## config.mk

```make
export PLATFORM = sky130hd
export DESIGN_NAME = sar_search_ctrl
export DESIGN_NICKNAME = d
export VERILOG_FILES = /design/src/rtl/sar_search_ctrl.sv
export SDC_FILE = /design/constraint.sdc
export NUM_CORES = 1
export LEC_CHECK = 0
export CAP_MARGIN = 40
export CELL_PAD_IN_SITES_DETAIL_PLACEMENT = 1
export CELL_PAD_IN_SITES_GLOBAL_PLACEMENT = 1
export CORE_MARGIN = 4
export CORE_UTILIZATION = 42
export DETAILED_ROUTE_END_ITERATION = 12
export PLACE_DENSITY_LB_ADDON = 0.1
export SLEW_MARGIN = 20
export SYNTH_ARGS = -nofsm -noshare
export SYNTH_HDL_FRONTEND = slang
export SYNTH_SLANG_ARGS = --single-unit
```

## constraint.sdc

```tcl
create_clock -name clk -period 2.4 [get_ports clk]
set_input_delay 0.48 -clock clk [delete_from_list [all_inputs] [get_ports clk]]
set_output_delay 0.48 -clock clk [all_outputs]
set_load 0.005 [all_outputs]
```

## src/rtl/sar_search_ctrl.sv

```systemverilog
// Successive-approximation search controller: drives probe to a registered comparator's b operand
// and binary-searches the comparator's a operand MSB first, stopping early on an equal result.
module sar_search_ctrl #(
   parameter int WIDTH   = 8,
   parameter int CMP_LAT = 1
) (
   input  logic             clk,
   input  logic             rst,
   input  logic             start,
   input  logic             cmp_equal,
   input  logic             cmp_greater,
   input  logic             cmp_less,
   output logic [WIDTH-1:0] probe,
   output logic             busy,
   output logic             done,
   output logic [WIDTH-1:0] result,
   output logic             exact,
   output logic             error
);

   localparam int IW = (WIDTH > 1) ? $clog2(WIDTH) : 1;
   localparam int CW = (CMP_LAT > 0) ? $clog2(CMP_LAT + 1) : 1;

   typedef enum logic [1:0] {IDLE, WAIT, EVAL} state_t;

   state_t           state, state_n;
   logic [WIDTH-1:0] acc, acc_n, acc_upd;
   logic [IW-1:0]    idx, idx_n;
   logic [CW-1:0]    cnt, cnt_n;
   logic [WIDTH-1:0] probe_n, result_n;
   logic             busy_n, done_n, exact_n, error_n;
   logic             cmp_onehot;

   // Exactly one comparator flag must be set for a result to be trusted.
   always_comb begin
      case ({cmp_equal, cmp_greater, cmp_less})
         3'b100, 3'b010, 3'b001: cmp_onehot = 1'b1;
         default:                cmp_onehot = 1'b0;
      endcase
   end

   assign acc_upd = cmp_greater ? probe : acc;

   always_comb begin
      state_n  = state;
      acc_n    = acc;
      idx_n    = idx;
      cnt_n    = cnt;
      probe_n  = probe;
      result_n = result;
      busy_n   = busy;
      done_n   = 1'b0;
      exact_n  = exact;
      error_n  = error;
      case (state)
         IDLE: begin
            if (start) begin
               acc_n   = '0;
               idx_n   = IW'(WIDTH - 1);
               probe_n = WIDTH'(1) << (WIDTH - 1);
               busy_n  = 1'b1;
               exact_n = 1'b0;
               error_n = 1'b0;
               cnt_n   = CW'(CMP_LAT);
               state_n = WAIT;
            end
         end
         WAIT: begin
            cnt_n = cnt - CW'(1);
            if (cnt == CW'(1)) state_n = EVAL;
         end
         EVAL: begin
            if (!cmp_onehot) begin
               error_n  = 1'b1;
               result_n = acc;
               exact_n  = 1'b0;
               done_n   = 1'b1;
               busy_n   = 1'b0;
               state_n  = IDLE;
            end else if (cmp_equal) begin
               result_n = probe;
               exact_n  = 1'b1;
               done_n   = 1'b1;
               busy_n   = 1'b0;
               state_n  = IDLE;
            end else if (idx != '0) begin
               acc_n   = acc_upd;
               idx_n   = idx - IW'(1);
               probe_n = acc_upd | (WIDTH'(1) << (idx - IW'(1)));
               cnt_n   = CW'(CMP_LAT);
               state_n = WAIT;
            end else begin
               // Last bit decided without an equal hit: the accumulator is the answer.
               acc_n    = acc_upd;
               result_n = acc_upd;
               exact_n  = 1'b0;
               done_n   = 1'b1;
               busy_n   = 1'b0;
               state_n  = IDLE;
            end
         end
         default: state_n = IDLE;
      endcase
   end

   always_ff @(posedge clk or posedge rst) begin
      if (rst) begin
         state  <= IDLE;
         acc    <= '0;
         idx    <= IW'(WIDTH - 1);
         cnt    <= '0;
         probe  <= '0;
         result <= '0;
         busy   <= 1'b0;
         done   <= 1'b0;
         exact  <= 1'b0;
         error  <= 1'b0;
      end else begin
         state  <= state_n;
         acc    <= acc_n;
         idx    <= idx_n;
         cnt    <= cnt_n;
         probe  <= probe_n;
         result <= result_n;
         busy   <= busy_n;
         done   <= done_n;
         exact  <= exact_n;
         error  <= error_n;
      end
   end

endmodule

```

==> results_dict.tcl, run 1 <==
set metrics [dict create \
    outcome "completed" \
    critPathRequiredTime_ns 2.59 \
    drt_iter0_drc 90 \
    largest_net_degree_at_the_start_of_global_routing 35 \
    max_freq_mhz 491 \
    cts_hold_repair_buffers 0 \
    synth-warning-count 0 \
    drt_drc_violations_left 0 \
    syn-instance-count 178 \
    final-instance-count-excl-fill 257 \
    worst-path-max-fanout 19 \
    min_path_type "flip-flop to flip-flop" \
    powerDensity_nw_per_um2 1070 \
    insertedDiodeCount 0 \
    r2r-end "probe[3]" \
    timing.hold.worst_path_depth 2 \
    dp.final_hpwl_mm 3.36 \
    clock-root-buffer "clkbuf_8" \
    io-pin-count 26 \
    die_h_um 73.3 \
    pre_cts_slack_ns 0.173 \
    ff2ff_path_depth 7 \
    clk_pin_slew_ns 0.07 \
    core_region_area_um2 4060 \
    worst_pin_slew_ns 0.465 \
    postRouteAntennaNets 0 \
    yosysTopAreaCell "dfrtp_1" \
    finalSetupTns_ns 0 \
    static-leakage-power_nw 0.930 \
    period_share 0.849 \
    clock_path_buffers 2 \
    clk_latency_ns 0.29 \
    synth.avg_cell_area_um2 10.1 \
    fp-row-count 23 \
    start_kind "flip-flop" \
    routability_congestion_estimate_from_global_placement 0.871 \
    setup.worst_path.end_class "flip-flop" \
    dr_total_vias 1420 \
    synth.net_count 189 \
    synth_async_sr_flop_share 1.00 \
    report.final.hold_viol_count 0 \
    skew_ns 0.00368 \
    clk_sink_count 34 \
    worst_ir_drop_vdd_mv 0.443 \
    ys_seq_elements 34 \
    cts-resized-gates 0 \
    overflow 0 \
    avgViaCountPerCell 5.53 \
    detail_route.wirelength_mm 4.51 \
    first_global_vias 1494 \
    initial_core_util 0.442 \
    placedCellCount 249 \
    drtPass1Iterations 4 \
    initial_antenna_violation_count 0 \
    synth.yosys.seq_area_share 0.477 \
    worstHoldStart "result[4]" \
    synth_flop_cell "dfrtp_1" \
    final_period_minus_worst_setup_slack_ns 2.04 \
    synth.top_cells.by_area "dfrtp_1, nand2_1, mux2i_1, o21ai_0, dfstp_2" \
    wl_per_cell_um 17.6 \
    numPortBuffers 25 \
    nNetsFinal 217 \
    area_growth_syn_to_layout_pct 24.1 \
    crit_arrival_ns 2.23 \
    rrSetupSlack_ns 0.36 \
    synth_area_um2 1790 \
    total_number_of_h_tree_levels 2 \
    post_cts_buffers 0 \
    criticalPathCategory "flip-flop to flip-flop" \
    yosysTopAreaCellShare 0.433 \
    whs_endpoint "result[4]" \
    first_pass_grt_wire_length_mm 7.58 \
    grt_usage 0.184 \
    dieWidth_um 73.3 \
    timing.final.setup_violations 0 \
    drv.max_cap_violation_count 0 \
    drive_above_1_share 0.126 \
    synth-edff-count 0 \
    report.final.slew_viol_count 0 \
    rsz0062_at_grt "no" \
    cts_made_buffers 5 \
    tritoncts "yes" \
    critical_path.reg2reg.startpoint "idx[0]" \
    finalPower_mw 2.38 \
    final.setup.worst_slack_ns 0.362 \
    synth_cell_type_count 42 \
    die_footprint_um2 5380 \
    maxSlewHeadroom 0.689 \
]
-- cell usage after synthesis (2+ instances only) --
master    number
inv_1          6
xnor2_1        2
a31oi_1        2
and2_1         2
nor2b_1        8
buf_2          4
or3_1          2
buf_4          3
a221oi_1       7
nor3_1         4
dfstp_2        3
nor2_1        13
xor2_1         2
nand2_1       25
dfrtp_1       31
mux2i_1        9
ha_1           5
a211oi_1       6
a21oi_1        4
o21ai_0       18
-- worst max-delay path, cell delays in order (launching register included) --
cell and delay [ns]:
dfstp_2 0.59, inv_1 0.10, ha_1 0.24, nor2b_2 0.21, nor4_4 0.20, buf_4 0.27
nor2_1 0.08, a211oi_1 0.24
-- cells in the final DEF (no fill, tap or decap), drive strengths merged, types with 3 or more instances in the layout --
master and count:
dfrtp 31, nand2 25, clkdlybuf4s50 25, o21ai 19, nor2 14, mux2i 9
nor2b 9, a221oi 7, a211oi 6, inv 6, buf 6, ha 5
clkbuf 5, nor3 5, a21oi 5, dfstp 3, xnor2 3
-- sequential cells by signal (all words and copies together) (netlist names) --
name and cells:
acc 8, busy 1, cnt 1, done 1, error 1, exact 1, idx 3, probe 8
result 8, state 2
-- stage by stage --
step,util,cell area (µm²),hold slack (ns)
floorplan,-,1790,0.471
global placement,0.515,2090,0.460
detailed placement,0.515,2090,0.474
CTS,0.549,2230,0.491
global route,0.549,2230,0.515
finish,0.549,2230,0.487
-- layout make-up --
cell class | instances | area (µm²)
clock buffers | 5 | 68.8
clock inverters | 3 | 68.8
fillers | 462 | 1830
inverters | 6 | 22.5
multi-input cells | 128 | 853
flip-flops and latches | 34 | 855
well taps | 50 | 62.6
repair buffers | 31 | 295
-- routing by layer --
| layer | vias up | GRT usage | wire length [µm] |
|---|---|---|---|
| met2 | 32 | 0.292 | 2140 |
| met3 | 8 | 0.0397 | 227 |
| met1 | 700 | 0.254 | 2080 |
| met5 | - | 0 | 0 |
| li1 | 680 | - | - |
| met4 | 0 | 0.0543 | 64 |
-- power breakdown --
part	leakage (nW)	total [mW]	internal, mW	switching, mW
Sequential	0.443	0.928	0.740	0.188
Clock	0.0683	0.638	0.416	0.221
Combinational	0.419	0.815	0.421	0.394
-- worst max-delay path by stage --
stage / startpoint / endpoint / slack, ns / cells past startpoint
6_report: idx[0] / probe[3] / 0.36 / 7
5_1_grt: idx[0] / probe[6] / 0.27 / 7
4_1_cts: idx[0] / probe[3] / 0.36 / 7
3_5_place_dp: cmp_equal / result[1] / 0.17 / 5
3_3_place_gp: cmp_equal / result[7] / 0.30 / 5
2_1_floorplan: idx[0] / idx[0] / 0.56 / 7
-- cell families after synthesis --
group,count (synthesis),synth area share
simple gates,63,0.187
flops,34,0.477
compound gates,46,0.175
xor+xnor,5,0.0286
mux,9,0.0502
fa+ha+maj,5,0.0349
buf+inv,16,0.0474
Power figures use the tool's default switching activity.
==> run 2: changes to the inputs <==
==> constraint.sdc (replaced) <==
create_clock -name clk -period 2.1 [get_ports clk]
set_input_delay 0.42 -clock clk [delete_from_list [all_inputs] [get_ports clk]]
set_output_delay 0.42 -clock clk [all_outputs]
set_load 0.005 [all_outputs]
==> results_dict.tcl, run 2 (same netlist as run 1, synthesis figures left out) <==
set metrics [dict create \
    outcome "completed" \
    cts_made_buffers 5 \
    finalSetupTns_ns 0 \
    finalPower_mw 2.53 \
    worst-path-max-fanout 16 \
    dieWidth_um 73.3 \
    first_pass_grt_wire_length_mm 7.44 \
    drtPass1Iterations 4 \
    drv.max_cap_violation_count 0 \
    max_freq_mhz 502 \
    groute.layer.met1.usage 0.251 \
    die_h_um 73.3 \
    rrSetupSlack_ns 0.11 \
    layout.cells.most_common "dfrtp_1" \
    fp-row-count 23 \
    critical_path.top_delay_family "flip-flops" \
    wl_per_cell_um 17.3 \
    critPathBufInv 3 \
    total_number_of_h_tree_levels 2 \
    overflow 0 \
    static-leakage-power_nw 0.949 \
    worst-path-stages 8 \
    final_period_minus_worst_setup_slack_ns 1.99 \
    postRouteAntennaNets 0 \
    clk_latency_ns 0.28 \
    placedCellCount 251 \
    rsz0062_at_grt "no" \
    critPathMaxStageDelay_ns 0.58 \
    clock-root-buffer "clkbuf_8" \
    numPortBuffers 25 \
    layout.cells.most_common_list "dfrtp_1, nand2_1, clkdlybuf4s50_1" \
    dr_total_vias 1445 \
    report.final.slew_viol_count 0 \
    clk_sink_count 34 \
    n_fill_cell 461 \
    drive_above_1_share 0.151 \
    multi_input_comb_area_um2 863 \
    drt_drc_violations_left 0 \
    detail_route.wirelength_mm 4.53 \
    critPathRequiredTime_ns 2.31 \
    worst_ir_drop_vdd_mv 0.438 \
    final.setup.worst_slack_ns 0.109 \
    timing.final.setup_violations 0 \
    drt_iter0_drc 83 \
    routability_congestion_estimate_from_global_placement 0.912 \
    setup.worst_path.end_class "flip-flop" \
    report.final.hold_viol_count 0 \
    insertedDiodeCount 0 \
    grt_busiest_layer "met2" \
    initial_antenna_violation_count 0 \
    tritoncts "yes" \
    final_design_area_no_fill_um2 2260 \
    holdWs_ns 0.468 \
    sequential_cell_area_um2 855 \
    maxSlewHeadroom 0.665 \
    avgViaCountPerCell 5.52 \
    io-pin-count 26 \
    critical_path.endpoint "probe[7]" \
    final-instance-count-excl-fill 262 \
    largest_registers "acc x8, probe x8, result x8" \
    die_footprint_um2 5380 \
    clk_pin_slew_ns 0.07 \
    largest_net_degree_at_the_start_of_global_routing 25 \
    criticalPathCategory "flip-flop to flip-flop" \
    powerDensity_nw_per_um2 1120 \
    initial_core_util 0.442 \
    clock_path_buffers 2 \
    slowest_library_cell_on_the_worst_path "dfstp_2" \
    dp.final_hpwl_mm 3.39 \
    crit_path_start "idx[0]" \
    grt_usage 0.182 \
    skew_ns 0.00271 \
    crit_arrival_ns 2.20 \
    met3_usage 0.0342 \
    start_kind "flip-flop" \
    utilization 0.558 \
    critical_path.reg2reg.startpoint "idx[0]" \
    min_path_type "input pin to asynchronous set/reset pin" \
    core_region_area_um2 4060 \
    first_global_vias 1452 \
    area_growth_syn_to_layout_pct 26.3 \
    r2r-end "probe[7]" \
    pre_cts_slack_ns 0.0609 \
    period_share 0.948 \
    nNetsFinal 222 \
    globalRouteMet2Util 0.290 \
    critical_path.cell_chain "inv_1, ha_1, nor2b_2, nor4_4, buf_12, buf_4, nor3_1, a21oi_1" \
    worst_pin_slew_ns 0.502 \
    ff2ff_path_depth 8 \
    placedInstanceArea_um2 2140 \
]
[run 2: cell type report]
class	count	share of cell area
multi-input combinational	128	0.381
tap	50	0.0276
sequential	34	0.377
clock buffer	7	0.0381
clock inverter	1	0.00221
timing repair buffer	36	0.164
inverter	6	0.00994
[run 2: power by group]
group | switching (mW) | internal, mW | total, mW
clock network | 0.238 | 0.265 | 0.503
logic | 0.466 | 0.510 | 0.976
registers | 0.204 | 0.846 | 1.05
[run 2: worst reg2reg max path, stage by stage (launching register included)]
cell and delay, ns:
dfstp_2 0.58, inv_1 0.10, ha_1 0.26, nor2b_2 0.23
nor4_4 0.28, buf_12 0.19, buf_4 0.12, nor3_1 0.04
a21oi_1 0.13
[run 2: repair_timing]
item	4_1_cts	5_1_grt
endpoints found under the setup margin	0	3
hold buffers	0	0
resized for setup	0	2
setup buffers	0	3
[run 2: worst min path at each step]
stage,end,slack (ns)
2_1_floorplan,busy,0.47
4_1_cts,state[1],0.49
3_5_place_dp,result[5],0.47
3_3_place_gp,error,0.46
6_report,error,0.47
5_1_grt,error,0.50
[run 2: per-layer routing]
| metal | share of wire | up-vias | wire [µm] |
|---|---|---|---|
| met5 | 0 | - | 0 |
| met4 | 0.015 | 0 | 70 |
| met2 | 0.48 | 27 | 2180 |
| met3 | 0.041 | 7 | 185 |
| met1 | 0.46 | 723 | 2090 |
| li1 | - | 688 | - |
